[src/rtl/rv32i_package.sv]
// Shared rv32i types for the core/cache boundary: request and response channels,
// arbiter FSM states and common constants.
package rv32i_package;

   localparam logic [31:0] RV32I_NOP           = 32'h0000_0013;  // addi x0, x0, 0
   localparam int          ARB_TIMEOUT_DEFAULT = 256;

   typedef struct packed {
      logic [31:0] addr;
      logic [31:0] data;
      logic        rw;     // 1 = write
      logic        valid;
   } cpu_req_type;

   typedef struct packed {
      logic [31:0] data;
      logic        ready;
   } cpu_res_type;

   typedef enum logic [1:0] {
      ARB_IDLE,
      ARB_BUSY_IF,
      ARB_BUSY_D,
      ARB_RELEASE
   } arb_state_t;

   // Instruction fetches are always reads, whatever the requester drives on rw.
   function automatic cpu_req_type fetch_req(input cpu_req_type req);
      cpu_req_type r;
      r       = req;
      r.rw    = 1'b0;
      r.valid = 1'b1;
      return r;
   endfunction

endpackage

[src/rtl/rv32i_mem_arbiter.sv]
// Two-requester (fetch / data) arbiter in front of the cache controller, one transaction
// at a time, with a hang watchdog. Define RV32I_ARB_ROUND_ROBIN_EN for round-robin priority.
module rv32i_mem_arbiter
   import rv32i_package::*;
#(
   parameter int TIMEOUT_CYCLES = ARB_TIMEOUT_DEFAULT,
   parameter int CNT_W          = 16
) (
   input  logic        clk,
   input  logic        rst,
   input  cpu_req_type if_req,
   output cpu_res_type if_res,
   input  cpu_req_type d_req,
   output cpu_res_type d_res,
   output cpu_req_type mem_req,
   input  cpu_res_type mem_res,
   output logic        grant_d,
   output logic        timeout_err
);

   localparam bit               WD_EN   = (TIMEOUT_CYCLES != 0);
   localparam logic [CNT_W-1:0] WD_LAST = CNT_W'(WD_EN ? TIMEOUT_CYCLES - 1 : 0);

   arb_state_t       state_q, state_d;
   cpu_req_type      mem_req_q, mem_req_d;
   logic             grant_d_q, grant_d_d;
   logic [CNT_W-1:0] cnt_q, cnt_d;
   logic             busy;
   logic             expire;
   logic             pick_d;

   assign busy   = (state_q == ARB_BUSY_IF) || (state_q == ARB_BUSY_D);
   // A real response in the expiry cycle takes precedence over the watchdog.
   assign expire = WD_EN && busy && !mem_res.ready && (cnt_q == WD_LAST);

`ifdef RV32I_ARB_ROUND_ROBIN_EN
   // On contention the port that did not win last time goes first.
   assign pick_d = d_req.valid && (!if_req.valid || !grant_d_q);
`else
   assign pick_d = d_req.valid;
`endif

   assign mem_req = mem_req_q;
   assign grant_d = grant_d_q;

   always_comb begin
      // NOTE: every signal driven here gets a default first, so no path can infer a latch.
      state_d     = state_q;
      mem_req_d   = mem_req_q;
      grant_d_d   = grant_d_q;
      cnt_d       = cnt_q;
      if_res      = '0;
      d_res       = '0;
      timeout_err = 1'b0;

      case (state_q)
         ARB_IDLE: begin
            if (pick_d) begin
               state_d         = ARB_BUSY_D;
               mem_req_d       = d_req;
               mem_req_d.valid = 1'b1;
               grant_d_d       = 1'b1;
               cnt_d           = '0;
            end else if (if_req.valid) begin
               state_d   = ARB_BUSY_IF;
               mem_req_d = fetch_req(if_req);
               grant_d_d = 1'b0;
               cnt_d     = '0;
            end
         end

         ARB_BUSY_IF, ARB_BUSY_D: begin
            if (state_q == ARB_BUSY_IF) begin
               if_res.ready = mem_res.ready || expire;
               if_res.data  = expire ? RV32I_NOP : mem_res.data;
            end else begin
               d_res.ready = mem_res.ready || expire;
               d_res.data  = expire ? 32'h0 : mem_res.data;
            end
            timeout_err = expire;
            if (mem_res.ready || expire) begin
               mem_req_d.valid = 1'b0;
               state_d         = ARB_RELEASE;
            end else begin
               cnt_d = cnt_q + CNT_W'(1);
            end
         end

         // Guarantees the cache controller one cycle of valid low between grants.
         ARB_RELEASE: state_d = ARB_IDLE;

         default: state_d = ARB_IDLE;
      endcase
   end

   always_ff @(posedge clk) begin
      // NOTE: non-blocking assignments make every flop sample the pre-edge values.
      if (rst) begin
         state_q   <= ARB_IDLE;
         mem_req_q <= '0;
         grant_d_q <= 1'b0;
         cnt_q     <= '0;
      end else begin
         state_q   <= state_d;
         mem_req_q <= mem_req_d;
         grant_d_q <= grant_d_d;
         cnt_q     <= cnt_d;
      end
   end

endmodule

[config.mk]
export PLATFORM = sky130hd
export DESIGN_NAME = rv32i_mem_arbiter
export DESIGN_NICKNAME = d
export VERILOG_FILES = /design/src/rtl/rv32i_package.sv /design/src/rtl/rv32i_mem_arbiter.sv
export SDC_FILE = /design/constraint.sdc
export NUM_CORES = 1
export LEC_CHECK = 0
export BUFFER_PORTS_ARGS = -buffer_cell sky130_fd_sc_hd__buf_4
export CORE_AREA = 5 5 114 116
export DETAILED_ROUTE_END_ITERATION = 10
export DIE_AREA = 0 0 119 121
export GPL_TIMING_DRIVEN = 1
export PLACE_DENSITY = 0.73
export SLEW_MARGIN = 25
export SYNTH_ARGS = -nofsm -noshare
export SYNTH_HDL_FRONTEND = slang
export SYNTH_SLANG_ARGS = --single-unit
export TNS_END_PERCENT = 100
[constraint.sdc]
create_clock -name clk -period 5.95 [get_ports clk]
set_clock_uncertainty 0.2 [all_clocks]
set_input_delay 1.785 -clock clk [delete_from_list [all_inputs] [get_ports clk]]
set_output_delay 1.785 -clock clk [all_outputs]
set_load 0.1 [all_outputs]
After elaboration in Yosys (flattened, before gate mapping)
Index checks and enable logic that the tools add are counted.
{ "classes": {"addsub": 1, "n_mul": 0, "div_mod_pow": 0, "n_lt_le_gt_ge": 0, "eq_ne": 7, "shifts": 0, "n_mux": 21, "n_bitwise": 0, "n_reduce_logical": 13} }
{ "op_table": {"columns": ["op", "count"], "rows": [
  ["$mux W33", 4],
  ["$mux W66", 2],
  ["$mux W32", 2],
  ["$mux W16", 3],
  ["$pmux W16 S2", 1],
  ["$add A16 B1 Y16 const B", 1],
  ["$eq A16 B8 Y1 const B", 1],
  ["$mux W2", 3],
  ["$pmux W2 S3", 1],
  ["$reduce_and A3 Y1", 2],
  ["$eq A2 B2 Y1 const B", 2],
  ["$mux W1", 4],
  ["$ne A2 B2 Y1 const B", 2],
  ["$reduce_and A2 Y1", 2],
  ["$reduce_bool A2 Y1", 2],
  ["$ne A3 B3 Y1 const B", 1],
  ["$eq A2 B1 Y1 const B", 1],
  ["$logic_and A1 B1 Y1", 2],
  ["$logic_not A2 Y1", 1],
  ["$logic_or A1 B1 Y1", 2],
  ["$pmux W1 S2", 1],
  ["$reduce_or A2 Y1", 1],
  ["$logic_not A1 Y1", 1]
]} }
{ "word_totals": {"reg_bits": 85, "latch_bits": 0, "mem_bits_rw": 0, "rom_bits": 0, "output_inout_bits": 134, "elab_cells": 49, "mem_count": 0} }

Longest topological paths before layout
{ "logic_depth": {"word_depth": 7, "mapped_depth": 8} }

Worst setup path before layout
No wires, ideal clock.
{ "synth_timing": {"kind": "input to output", "startpoint": "input port mem_res[0] (netlist bit)", "endpoint": "output port if_res[1] (netlist bit)", "arrival_time_ps": 3871, "path_slack_ps": 94, "stages": 4, "cell_sequence": "nand2b_1 nor2_4 nor2_1 nor2_1"} }
{ "synth_rtl": {"columns": ["element", "line_no", "source"], "rows": [
  ["from (decl)", "rv32i_mem_arbiter.sv:16", "input cpu_res_type mem_res,"],
  ["to (decl)", "rv32i_mem_arbiter.sv:12", "output cpu_res_type if_res,"]
]} }

==> flow_metrics.tcl <==
set metrics [dict create \
    min_from "mem_req[1]" \
    yosys.area.top_type "dfxtp_1" \
    report.final.slew_viol_count 0 \
    tightest_slew_ns 0.9434 \
    drive_gt1_frac 0.4117 \
    period_minus_slack_ns 5.351 \
    start_util 0.3721 \
    drc 0 \
    synth_area_um2 4395 \
    vias 4639 \
    hold_class "register to register" \
    grt_pass1_vias 4522 \
    final.period_utilization 0.8993 \
    rsz0062_at_grt "no" \
    syn-num-nets 682 \
    grt_max_degree 94 \
    grt_util_all_layers 0.1951 \
    synth_top_area_share 0.3871 \
    rr_startpoint "state_q[0]" \
    fin_area_um2 6958 \
    setup_viol 0 \
    clock_path_buffers 2 \
    required_ns 3.96 \
    core_area_um2 11810 \
    synth_edf_count 0 \
    hold_violations 0 \
    arrival_ns 3.37 \
    avgSynthCellArea_um2 8.602 \
    vias_per_cell 4.967 \
    synth-seq-cells 85 \
    cts_setup_buffers 0 \
    cts_sinks 85 \
    synthCells 511 \
    routedWlPerCell_um 15.92 \
    slew_headroom 0.3711 \
    dp_hpwl_mm 11.70 \
    insertedDiodeCount 0 \
    yosys_warnings 0 \
    cp_max_fo 32 \
    die_area_um2 14400 \
    final_common_cell "buf_4" \
    holdBufCountCts 0 \
    dieHeight_um 121 \
    grt_pass1_wl_mm 22.90 \
    cts_tree "built" \
    maxCapViolations 0 \
    clock_latency_ns 0.33 \
    rows 40 \
    worstSetupPathType "input port to primary output" \
    die_x_um 119 \
    drt_iter0_drc 146 \
    fin_nets 955 \
    wl_mm 14.87 \
    io_buffers 299 \
    cp-startpoint "mem_res[0]" \
    fillers 1025 \
    tns_ns 0 \
    async_flop_share 0 \
    cts_resized 0 \
    dpl-instance-area_um2 6669 \
    outcome "completed" \
    gp_congestion 0.8000 \
    synth-main-ff-cell "dfxtp_1" \
    cts_buffers 9 \
    startpoint_type "input port" \
    overflow 0 \
    ys_types 38 \
    area_growth_pct 58.30 \
    drt-pass1-iter-count 4 \
    path_clk_slew_ns 0.06 \
    ios 301 \
    grt_antenna_before_repair 0 \
    clk_root_buffer_cell "clkbuf_16" \
    ant_nets 0 \
    yosys-top-cells-area "dfxtp_1, mux2i_1, a211oi_1, and2_1, nor2_1" \
    ys_seq_area_frac 0.3871 \
    end_kind "primary output" \
    fmax_ghz 0.1869 \
    final_cell_mix "buf_4, dfxtp_1, nor2_1" \
    cts-htree-levels 3 \
]
final timing paths:
| check | end | slack [ns] | cells past startpoint |
|---|---|---|---|
| setup / recovery | d_res[8] | 0.60 | 6 |
| hold / removal | mem_req[1] | 0.26 | 2 |
| setup reg to reg | cnt_q[8] | 3.17 | 7 |
| hold reg to reg | mem_req[1] | 0.26 | 2 |
sequential cells by signal (all words and copies together), names as in the netlist:
name / count
cnt_q: 16
state_q: 2
mem_req: 66
grant_d: 1
cell usage after synthesis, types with 2 or more instances:
| cell | instances |
|---|---|
| dfxtp_1 | 85 |
| nor2_1 | 79 |
| mux2i_1 | 65 |
| a211oi_1 | 64 |
| and2_1 | 64 |
| nand2_1 | 23 |
| clkbuf_1 | 21 |
| a21oi_1 | 16 |
| o21ai_0 | 12 |
| buf_2 | 11 |
| or3_1 | 8 |
| nand3_1 | 7 |
| nand4_1 | 7 |
| inv_1 | 6 |
| and4_1 | 4 |
| buf_1 | 4 |
| ha_1 | 4 |
| a31oi_1 | 3 |
| buf_6 | 3 |
| o32ai_1 | 3 |
| and3_1 | 2 |
| nand2b_1 | 2 |
| nor3_1 | 2 |
| nor4_2 | 2 |
cell families after synthesis:
group	synth area share
and+or+nand+nor	0.2402
AOI/OAI and AO/OA	0.1657
DFF	0.3871
muxes	0.1480
buffers and inverters	0.04754
adders and majority gates	0.01139
metrics by stage:
step                setup slack, ns  instances    util  hold slack, ns
floorplan                   0.09365        511       -          0.2561
global placement             0.2977        920  0.5642          0.2464
detailed placement           0.5986        920  0.5646          0.2514
CTS                          0.5919        934  0.5891          0.2574
global route                 0.4194        934  0.5891          0.2752
finish                       0.5993        934  0.5891          0.2598
cell type report:
type                            instances  area (um2)  area share
Clock buffer                           10       239.0     0.03435
Sequential cell                        85        1702      0.2446
Inverter                                7       26.28    0.003776
Tap cell                              147       183.9     0.02643
Clock inverter                          4       50.05    0.007193
Timing Repair Buffer                  301        2260      0.3248
Multi-Input combinational cell        380        2497      0.3589
routing by layer:
| layer | vias up | wire length (um) | global-route usage |
|---|---|---|---|
| met3 | 25 | 1010 | 0.04615 |
| met4 | 0 | 321 | 0.06807 |
| met5 | - | 0 | 0 |
| li1 | 2362 | - | - |
| met1 | 2063 | 5986 | 0.2304 |
| met2 | 189 | 7548 | 0.3455 |
critical path: stages:
cell and delay (ns):
buf_4 0.10, nand2b_1 0.16, nor2_4 0.08, nor2_2 0.69, and2_1 0.24, buf_4 0.29
Power is left out: the tool's default activity adds up to more than one toggle a clock period on the data nets, which glitch-free logic cannot reach.
